**src/rtl/proximity_alarm_fsm.sv**
```systemverilog
// Proximity alarm FSM: qualifies ultrasonic distance samples into an
// intruder alarm and drives a gated square-wave tone for the DAC path.
// Optional build macro PROXIMITY_PITCH_EN: the tone half-period grows with the
// last near distance, so closer objects give a higher pitch.
module proximity_alarm_fsm #(
   parameter int unsigned THRESH_CM   = 50,
   parameter int unsigned CONFIRM_CNT = 3,
   parameter int unsigned CLEAR_CNT   = 5,
   parameter int unsigned TONE_HALF   = 25,
   parameter int unsigned BEEP_ON     = 2000,
   parameter int unsigned BEEP_OFF    = 1000
) (
   input  logic       CLK,
   input  logic       RST,
   input  logic [7:0] Distance,
   input  logic       Dist_Valid,
   input  logic       Arm,
   input  logic       Silence,
   output logic       Sound,
   output logic       Alarm_Active,
   output logic [2:0] State
);

   localparam int unsigned NearW = $clog2(CONFIRM_CNT) + 1;
   localparam int unsigned FarW  = $clog2(CLEAR_CNT) + 1;
   localparam int unsigned BeepW = $clog2(BEEP_ON + BEEP_OFF) + 1;
`ifdef PROXIMITY_PITCH_EN
   // Largest half-period: TONE_HALF plus an 8-bit distance shifted right by 2.
   localparam int unsigned HalfMax = TONE_HALF + 63;
`else
   localparam int unsigned HalfMax = TONE_HALF;
`endif
   localparam int unsigned ToneW = $clog2(HalfMax) + 1;

   localparam logic [7:0]       ThreshCm = 8'(THRESH_CM);
   localparam logic [NearW-1:0] NearMax  = NearW'(CONFIRM_CNT);
   localparam logic [FarW-1:0]  FarMax   = FarW'(CLEAR_CNT);
   localparam logic [ToneW-1:0] ToneHalf = ToneW'(TONE_HALF);
   localparam logic [BeepW-1:0] BeepOn   = BeepW'(BEEP_ON);
   localparam logic [BeepW-1:0] BeepLast = BeepW'(BEEP_ON + BEEP_OFF - 1);

   typedef enum logic [2:0] {
      StDisarmed = 3'd0,
      StArmed    = 3'd1,
      StPending  = 3'd2,
      StAlarm    = 3'd3,
      StSilenced = 3'd4
   } state_e;

   state_e           r_state, w_state;
   logic [NearW-1:0] r_near_cnt, w_near_cnt;
   logic [FarW-1:0]  r_far_cnt, w_far_cnt;
   logic [ToneW-1:0] r_tone_cnt, w_tone_cnt;
   logic [BeepW-1:0] r_beep_cnt, w_beep_cnt;
   logic             r_tone, w_tone;
   logic             r_sound, w_sound;
   logic             r_alarm, w_alarm;
   logic             w_near, w_far;
   logic [ToneW-1:0] w_period;

`ifdef PROXIMITY_PITCH_EN
   logic [7:0]       r_last_near, w_last_near;
   logic [ToneW-1:0] r_half, w_half, w_half_load;

   // Latch the distance of every near sample and derive the pending half-period.
   always_comb begin
      w_last_near = w_near ? Distance : r_last_near;
      w_half_load = ToneHalf + ToneW'(w_last_near >> 2);
      w_period    = r_half;
   end
`else
   assign w_period = ToneHalf;
`endif

   // Zero distance means no echo and is neither near nor far.
   assign w_near = Dist_Valid && (Distance != 8'd0) && (Distance < ThreshCm);
   assign w_far  = Dist_Valid && (Distance >= ThreshCm);

   // Sample counters, next state and counter clearing on DISARMED/ARMED entry.
   always_comb begin
      w_near_cnt = r_near_cnt;
      w_far_cnt  = r_far_cnt;
      if (w_near) begin
         w_near_cnt = (r_near_cnt == NearMax) ? r_near_cnt : r_near_cnt + 1'b1;
         w_far_cnt  = '0;
      end else if (w_far) begin
         w_far_cnt  = (r_far_cnt == FarMax) ? r_far_cnt : r_far_cnt + 1'b1;
         w_near_cnt = '0;
      end

      w_state = r_state;
      if (!Arm) begin
         w_state = StDisarmed;
      end else begin
         unique case (r_state)
            StDisarmed: w_state = StArmed;
            StArmed: begin
               if (w_near) w_state = (w_near_cnt == NearMax) ? StAlarm : StPending;
            end
            StPending: begin
               if (w_far) w_state = StArmed;
               else if (w_near && (w_near_cnt == NearMax)) w_state = StAlarm;
            end
            StAlarm: begin
               // A clearing sample beats a simultaneous Silence.
               if (w_far && (w_far_cnt == FarMax)) w_state = StArmed;
               else if (Silence) w_state = StSilenced;
            end
            StSilenced: begin
               if (w_far && (w_far_cnt == FarMax)) w_state = StArmed;
            end
            default: w_state = StDisarmed;
         endcase
      end

      if ((w_state == StDisarmed) || ((w_state == StArmed) && (r_state != StArmed))) begin
         w_near_cnt = '0;
         w_far_cnt  = '0;
      end

      w_alarm = (w_state == StAlarm) || (w_state == StSilenced);
   end

   // Tone and cadence counters run only while staying in ALARM; entry restarts them.
   always_comb begin
      w_tone_cnt = '0;
      w_beep_cnt = '0;
      w_tone     = 1'b0;
`ifdef PROXIMITY_PITCH_EN
      w_half     = w_half_load;
`endif
      if ((r_state == StAlarm) && (w_state == StAlarm)) begin
         w_tone = r_tone;
`ifdef PROXIMITY_PITCH_EN
         w_half = r_half;
`endif
         if (r_tone_cnt == w_period - 1'b1) begin
            w_tone_cnt = '0;
            w_tone     = ~r_tone;
`ifdef PROXIMITY_PITCH_EN
            // New pitch only takes effect at a period boundary.
            w_half     = w_half_load;
`endif
         end else begin
            w_tone_cnt = r_tone_cnt + 1'b1;
         end
         w_beep_cnt = (r_beep_cnt == BeepLast) ? '0 : r_beep_cnt + 1'b1;
      end
      w_sound = (w_state == StAlarm) && w_tone && (w_beep_cnt < BeepOn);
   end

   // Single state register bank including the registered outputs.
   always_ff @(posedge CLK or negedge RST) begin
      if (!RST) begin
         r_state     <= StDisarmed;
         r_near_cnt  <= '0;
         r_far_cnt   <= '0;
         r_tone_cnt  <= '0;
         r_beep_cnt  <= '0;
         r_tone      <= 1'b0;
         r_sound     <= 1'b0;
         r_alarm     <= 1'b0;
`ifdef PROXIMITY_PITCH_EN
         r_last_near <= 8'd0;
         r_half      <= ToneHalf;
`endif
      end else begin
         r_state     <= w_state;
         r_near_cnt  <= w_near_cnt;
         r_far_cnt   <= w_far_cnt;
         r_tone_cnt  <= w_tone_cnt;
         r_beep_cnt  <= w_beep_cnt;
         r_tone      <= w_tone;
         r_sound     <= w_sound;
         r_alarm     <= w_alarm;
`ifdef PROXIMITY_PITCH_EN
         r_last_near <= w_last_near;
         r_half      <= w_half;
`endif
      end
   end

   assign Sound        = r_sound;
   assign Alarm_Active = r_alarm;
   assign State        = r_state;

endmodule

```
**config.mk**
```make
export PLATFORM = sky130hd
export DESIGN_NAME = proximity_alarm_fsm
export DESIGN_NICKNAME = d
export VERILOG_FILES = /design/src/rtl/proximity_alarm_fsm.sv
export SDC_FILE = /design/constraint.sdc
export NUM_CORES = 1
export LEC_CHECK = 0
export ABC_AREA = 1
export CORE_ASPECT_RATIO = 1.2
export CORE_MARGIN = 4
export CORE_UTILIZATION = 50
export CTS_CLUSTER_DIAMETER = 100
export DETAILED_ROUTE_END_ITERATION = 6
export PLACE_DENSITY_LB_ADDON = 0.15
export SETUP_SLACK_MARGIN = 0.15
export SYNTH_ARGS = -nofsm -noshare
export SYNTH_HDL_FRONTEND = slang
export SYNTH_SLANG_ARGS = --single-unit
```
**constraint.sdc**
```tcl
create_clock -name CLK -period 1.8 [get_ports CLK]
set_input_delay 0.45 -clock CLK [delete_from_list [all_inputs] [get_ports CLK]]
set_output_delay 0.45 -clock CLK [all_outputs]
set_load 0.02 [all_outputs]
```
; Word level (Yosys, flattened, before mapping)
; Cells that the tools add are included.
[word_totals]
ff_bits = 32
in_bits = 13
output_inout_bits = 5
word_cells = 67
[op_classes]
n_addsub = 4
order_cmp = 3
eq_ne = 14
muxes = 23
bitwise = 1
n_reduce_logical = 14
[op_table]
columns = operator, count
row1 = 2-to-1 mux 3 bit, 11
row2 = 2-to-1 mux 13 bit, 2
row3 = 2-to-1 mux 4 bit, 4
row4 = "== test 3 x 2 -> 1 bit, second input constant", 5
row5 = case mux 3 bit (5 select lines), 1
row6 = "adder 13 x 1 -> 13 bit, second input constant", 1
row7 = "== test 13 x 12 -> 1 bit, second input constant", 1
row8 = "less-than comparator 13 x 11 -> 1 bit, second input constant", 1
row9 = 2-to-1 mux 6 bit, 2
row10 = logical AND 1 bit, 9
row11 = "== test 4 x 3 -> 1 bit, second input constant", 2
row12 = ">= comparator 8 x 6 -> 1 bit, second input constant", 1
row13 = "less-than comparator 8 x 6 -> 1 bit, second input constant", 1
row14 = nonzero test 8 bit, 1
row15 = "adder 6 x 1 -> 6 bit, second input constant", 1
row16 = "== test 3 x 1 -> 1 bit, second input constant", 2
row17 = "== test 3 bit, second input constant", 2
row18 = "== test 6 x 5 -> 1 bit, second input constant", 1
row19 = logical NOT 3 bit, 2
row20 = "adder 4 x 1 -> 4 bit, second input constant", 1
row21 = "adder 3 x 1 -> 3 bit, second input constant", 1
row22 = 2-to-1 mux 1 bit, 3
row23 = "!= test 3 x 1 -> 1 bit, second input constant", 1
row24 = logical OR 1 bit, 2
row25 = inverter 1 bit, 1

; Depth between registers and ports, before layout
[logic_depth]
word_depth = 15
mapped_depth = 19
depth_no_buf = 19

; Worst setup path before layout
; Ideal clock, no wire load.
[synth_timing]
path_type = input -> register
from = input Distance[7]
to = register r_tone_cnt[4]
setup_time_ns = 0.143
t_arrival_ns = 1.841
required_ns = 1.657
setup_slack_ns = -0.184
path_stages = 15
path_buffers = 1
path_cell_list = nor2_4 -> nand3_1 -> nand2_1 -> nand3_4 -> nand2_1 -> nand2_1 -> nand3_1 -> nand2_1 -> nand2_1 -> nand2_1 -> nor2_4 -> nor2_8 -> nand2_4 -> buf_6 -> nor3_2
[synth_via]
elab_chain_len = 13
elab_cells_between_ends = 25
cone_classes = order compare: 2 / eq/ne: 3 / mux: 13 / reduce/logical: 7
[synth_lines]
columns = item, line
row1 = from (decl), 15  ; input logic [7:0] Distance,
row2 = >= comparator 8 x 6 -> 1 bit or nonzero test 8 bit (tied branches), "77, 76"
row3 = "logical AND 1 bit, on equally long branches", "77, 76"
row4 = 2-to-1 mux 3 bit or logical AND 1 bit (tied branches), "86, 76"
row5 = 2-to-1 mux 3 bit, 83  ; if (w_near) begin
row6 = == test 3 x 2 -> 1 bit, "98, 102"
row7 = logical AND 1 bit, 102  ; else if (w_near && (w_near_cnt == NearMax)) w_state = StAlarm;
row8 = 2-to-1 mux 3 bit, 102
row9 = 2-to-1 mux 3 bit, 101  ; if (w_far) w_state = StArmed;
row10 = case mux 3 bit (5 select lines) (*), 95  ; unique case (r_state)
row11 = 2-to-1 mux 3 bit (*), 92  ; if (!Arm) begin
row12 = == test 3 x 2 -> 1 bit (*), 132  ; if ((r_state == StAlarm) && (w_state == StAlarm)) begin
row13 = logical AND 1 bit (*), 132
row14 = 2-to-1 mux 6 bit (*), 132
row15 = named net w_tone_cnt[4], 53  ; logic [ToneW-1:0] r_tone_cnt, w_tone_cnt;
row16 = to (signal assigned), 171  ; r_tone_cnt <= w_tone_cnt;
row17 = to (decl), 53
; Mark *: on every way through the listed nets, which the timed path passes. The rest lies on a longest branch.

; Final worst setup path
[layout_timing]
from = register r_far_cnt[1]
to = register r_sound (netlist: Sound)
[layout_via]
elab_chain_len = 14
elab_cells_between_ends = 18
cone_classes = add/sub: 1 / order compare: 1 / eq/ne: 3 / mux: 9 / reduce/logical: 4
[layout_lines]
columns = item, line
row1 = from (decl), 52  ; logic [FarW-1:0] r_far_cnt, w_far_cnt;
row2 = from (signal assigned), 170  ; r_far_cnt <= w_far_cnt;
row3 = adder 4 x 1 -> 4 bit or == test 4 x 3 -> 1 bit (tied branches), 87  ; w_far_cnt = (r_far_cnt == FarMax) ? r_far_cnt : r_far_cnt + 1'b1;
row4 = 2-to-1 mux 4 bit, 87
row5 = 2-to-1 mux 4 bit (*), 86  ; end else if (w_far) begin
row6 = 2-to-1 mux 4 bit (*), 83
row7 = == test 4 x 3 -> 1 bit (*), "106, 110"
row8 = logical AND 1 bit (*), "106, 110"
row9 = "2-to-1 mux 3 bit, on equally long branches", "110, 106"
row10 = case mux 3 bit (5 select lines) (*), 95
row11 = 2-to-1 mux 3 bit (*), 92
row12 = == test 3 x 2 -> 1 bit (*), "132, 149"
row13 = logical AND 1 bit, 132
row14 = 2-to-1 mux 13 bit or 2-to-1 mux 1 bit (tied branches), 132
row15 = less-than comparator 13 x 11 -> 1 bit or logical AND 1 bit (tied branches), 149  ; w_sound = (w_state == StAlarm) && w_tone && (w_beep_cnt < BeepOn);
row16 = logical AND 1 bit (*), 149
row17 = named net w_sound, 56  ; logic r_sound, w_sound;
row18 = to (signal assigned), 174  ; r_sound <= w_sound;
row19 = to (decl), 56
; Marked as above.

==> summary.md <==
| Metric | Value |
|---|---|
| Status | finished with violations |
| Failing checks | setup timing |
| Tot GR Track Use | 21.4% |
| Via density | 4.94 |
| Top FF cell, synth | dfrtp_1 |
| Top cell type's share of synthesized area | 40.4% |
| Fin Setup TNS | -9460 ps |
| Final setup viols | 30 |
| CTS tree | yes |
| Filler instances | 247 |
| Number of synthesized flops with an enable pin | 0 |
| Worst Path Required | 1970 ps |
| Maximum clock frequency | 463 MHz |
| Final wirelength | 4900 um |
| Yosys Warn Count | 0 |
| Mapped Nets | 272 |
| Initial antenna violation count | 0 |
| Clk_lat worst skew | 280 ps |
| First-pass GRT wire length | 8450 um |
| Post-synthesis cell area | 1980 um2 |
| Avg WL per Cell | 12.7 um |
| Max Root-Sink Buffers | 2 |
| Grt total ovfl | 0 |
| Crit Path Category | flop to flop |
| Vias in the first global route | 1945 |
| Leak | 1.38 nW |
| Worst setup SP type | flop |
| Hold_ws | 521 ps |
| Hpwl dp | 3140 um |
| Peak supply drop | 0.000677 V |
| Crit share post-route | 120% |
| Die Ht | 77.0 um |
| TritonRoute pass-1 iters | 4 |
| Synth Instances | 253 |
| Final min period | 2160 ps |
| Synth Area per Inst | 7.84 um2 |
| Starting density of the core | 53.3% |
| Root Buffer Master | clkbuf_8 |
| CTS H-Tree Depth | 2 |
| Ys async rst share | 100% |
| Post-CTS Hold Buffers | 0 |
| Synth cell types | 31 |
| Die area | 5040 um2 |
| Sequential fraction of the synthesis area | 40.4% |
| Cell Area, Placed | 2550 um2 |
| Layout Nets | 353 |
| Vias post-DR | 1906 |
| # Max-Cap Violations | 0 |
| CTS buffer count | 5 |
| Layout cells sized above 1 | 38.3% |
| Non-Filler Instances | 386 |
| RD Place Congestion | 0.837 |
| Clock skew | 5.95 ps |
| Layout Utilization | 79.9% |
| Worst slew pin tran | 394 ps |
| Final Hold Viols | 0 |
| # diodes | 0 |
| CTS sink count | 32 |
| Port Buffer Count | 17 |
| Core area | 3720 um2 |
| Synth-to-Final Area Change | 49.9% |
| RSZ-0062 raised after global routing | yes |
| ANT nets after route | 0 |
| Pre-CTS WS | -853 ps |
| Max-slew violations | 0 |
| Yosys top cell by area | dfrtp_1 |
| Worst hold path type | flop to flop |
| Fin area | 2980 um2 |
| Max_slew headroom | 73.7% |
| Top post-synthesis cells by area | dfrtp_1, nand2_1, nor2_1 |
| Worst R2R Setup Slack | -360 ps |
| CP Capture Type | flop |
| Post-route DRC | 0 |
| Drt first-iter violations | 115 |
| Critical Path AT | 2330 ps |
| Max FO, Critical Path | 4 |
| Count leader, synth | nand2_1 |
| Clock slew at reported path FFs | 70 ps |
| Setup slack after layout | -361 ps |
| Most common library cells after synthesis | nand2_1, nor2_1, dfrtp_1, inv_1, nand3_1 |
| Placed cells | 363 |
| Largest net degree at the start of global routing | 33 |
| # rows | 24 |
| Final Total Pwr | 1.58 mW |
| Pwr/cell area | 530 nW/um2 |
| I/O Pins | 18 |
| Synthesized flop and latch total | 32 |
| Die W | 65.5 um |
layer usage:
layer / wire length (um) / global-route usage, % / share of wire [%]
met5: 0 / 0 / 0
met4: 128 / 10.2 / 2.6
met3: 165 / 5.12 / 3.4
met2: 2650 / 37.6 / 54
met1: 1950 / 23.7 / 40
final timing paths:
kind                                    start             to  cells after the start
max in group asynchronous                 RST   r_far_cnt[0]                      2
worst max register to register   r_far_cnt[1]          Sound                     15
worst max-delay path             r_far_cnt[1]          Sound                     15
worst min-delay path            r_tone_cnt[0]  r_tone_cnt[0]                      1
worst min register to register  r_tone_cnt[0]  r_tone_cnt[0]                      1
min in group asynchronous                 RST  r_tone_cnt[0]                      2
flip-flops by register name, summed over array words and instances, names as in the netlist:
register and cells:
Sound 1, r_tone 1, r_beep_cnt 13, r_near_cnt 3, r_far_cnt 4, State 3
r_tone_cnt 6, Alarm_Active 1
power by group:
| group | total (mW) | internal [mW] | switching [mW] |
|---|---|---|---|
| sequential | 0.738 | 0.727 | 0.0102 |
| combinational | 0.252 | 0.119 | 0.133 |
| clock | 0.588 | 0.340 | 0.248 |
cell usage in the layout, fill, tap and decap left out, drive strengths merged:
cell type / n
a21o: 1
a21oi: 2
a22o: 1
buf: 58
clkbuf: 7
clkdlybuf4s15: 5
clkdlybuf4s50: 3
clkinv: 1
dfrtp: 32
dlygate4sd2: 8
ha: 6
inv: 36
nand2: 56
nand3: 21
nand4: 2
nor2: 46
nor3: 18
nor3b: 3
nor4: 2
o211ai: 2
o21a: 1
o21ai: 9
o21bai: 1
xnor2: 3
xor2: 10
area by class of cell:
class	count	area [um2]	area share, %
Inverter	37	141	4.75
Clock buffer	7	96.3	3.24
Sequential cell	32	802	27.0
Timing Repair Buffer	74	628	21.1
Multi-Input combinational cell	184	1240	41.8
Tap cell	52	65.1	2.19
worst max-delay path, stage by stage (launching register included):
cell	delay (ps)
dfrtp_1	400
buf_4	150
ha_2	170
xor2_1	130
nor2_1	80
nor2_1	180
nand3_4	110
o21ai_1	140
nand2_1	70
nand2_2	90
nor2_4	60
nor2_8	150
buf_6	120
nand4_1	60
nor2_1	100
nor2_1	50
logic make-up (layout without fill, tap and decap cells):
group / after synthesis / after routing / synth area share [%]
adders and majority gates: 6 / 6 / 3.78
AOI/OAI and AO/OA: 17 / 17 / 5.11
buffers and inverters: 38 / 118 / 7.57
DFF: 32 / 32 / 40.4
and+or+nand+nor: 147 / 148 / 37.5
xor gates and xnor gates: 13 / 13 / 5.74
repair_timing:
action	CTS	global route
buffers inserted	14	1
cloned	1	0
gates resized for setup	58	17
setup endpoints to repair	37	32
pin swaps	26	8
No activity file was read; power rests on OpenSTA's default activity.
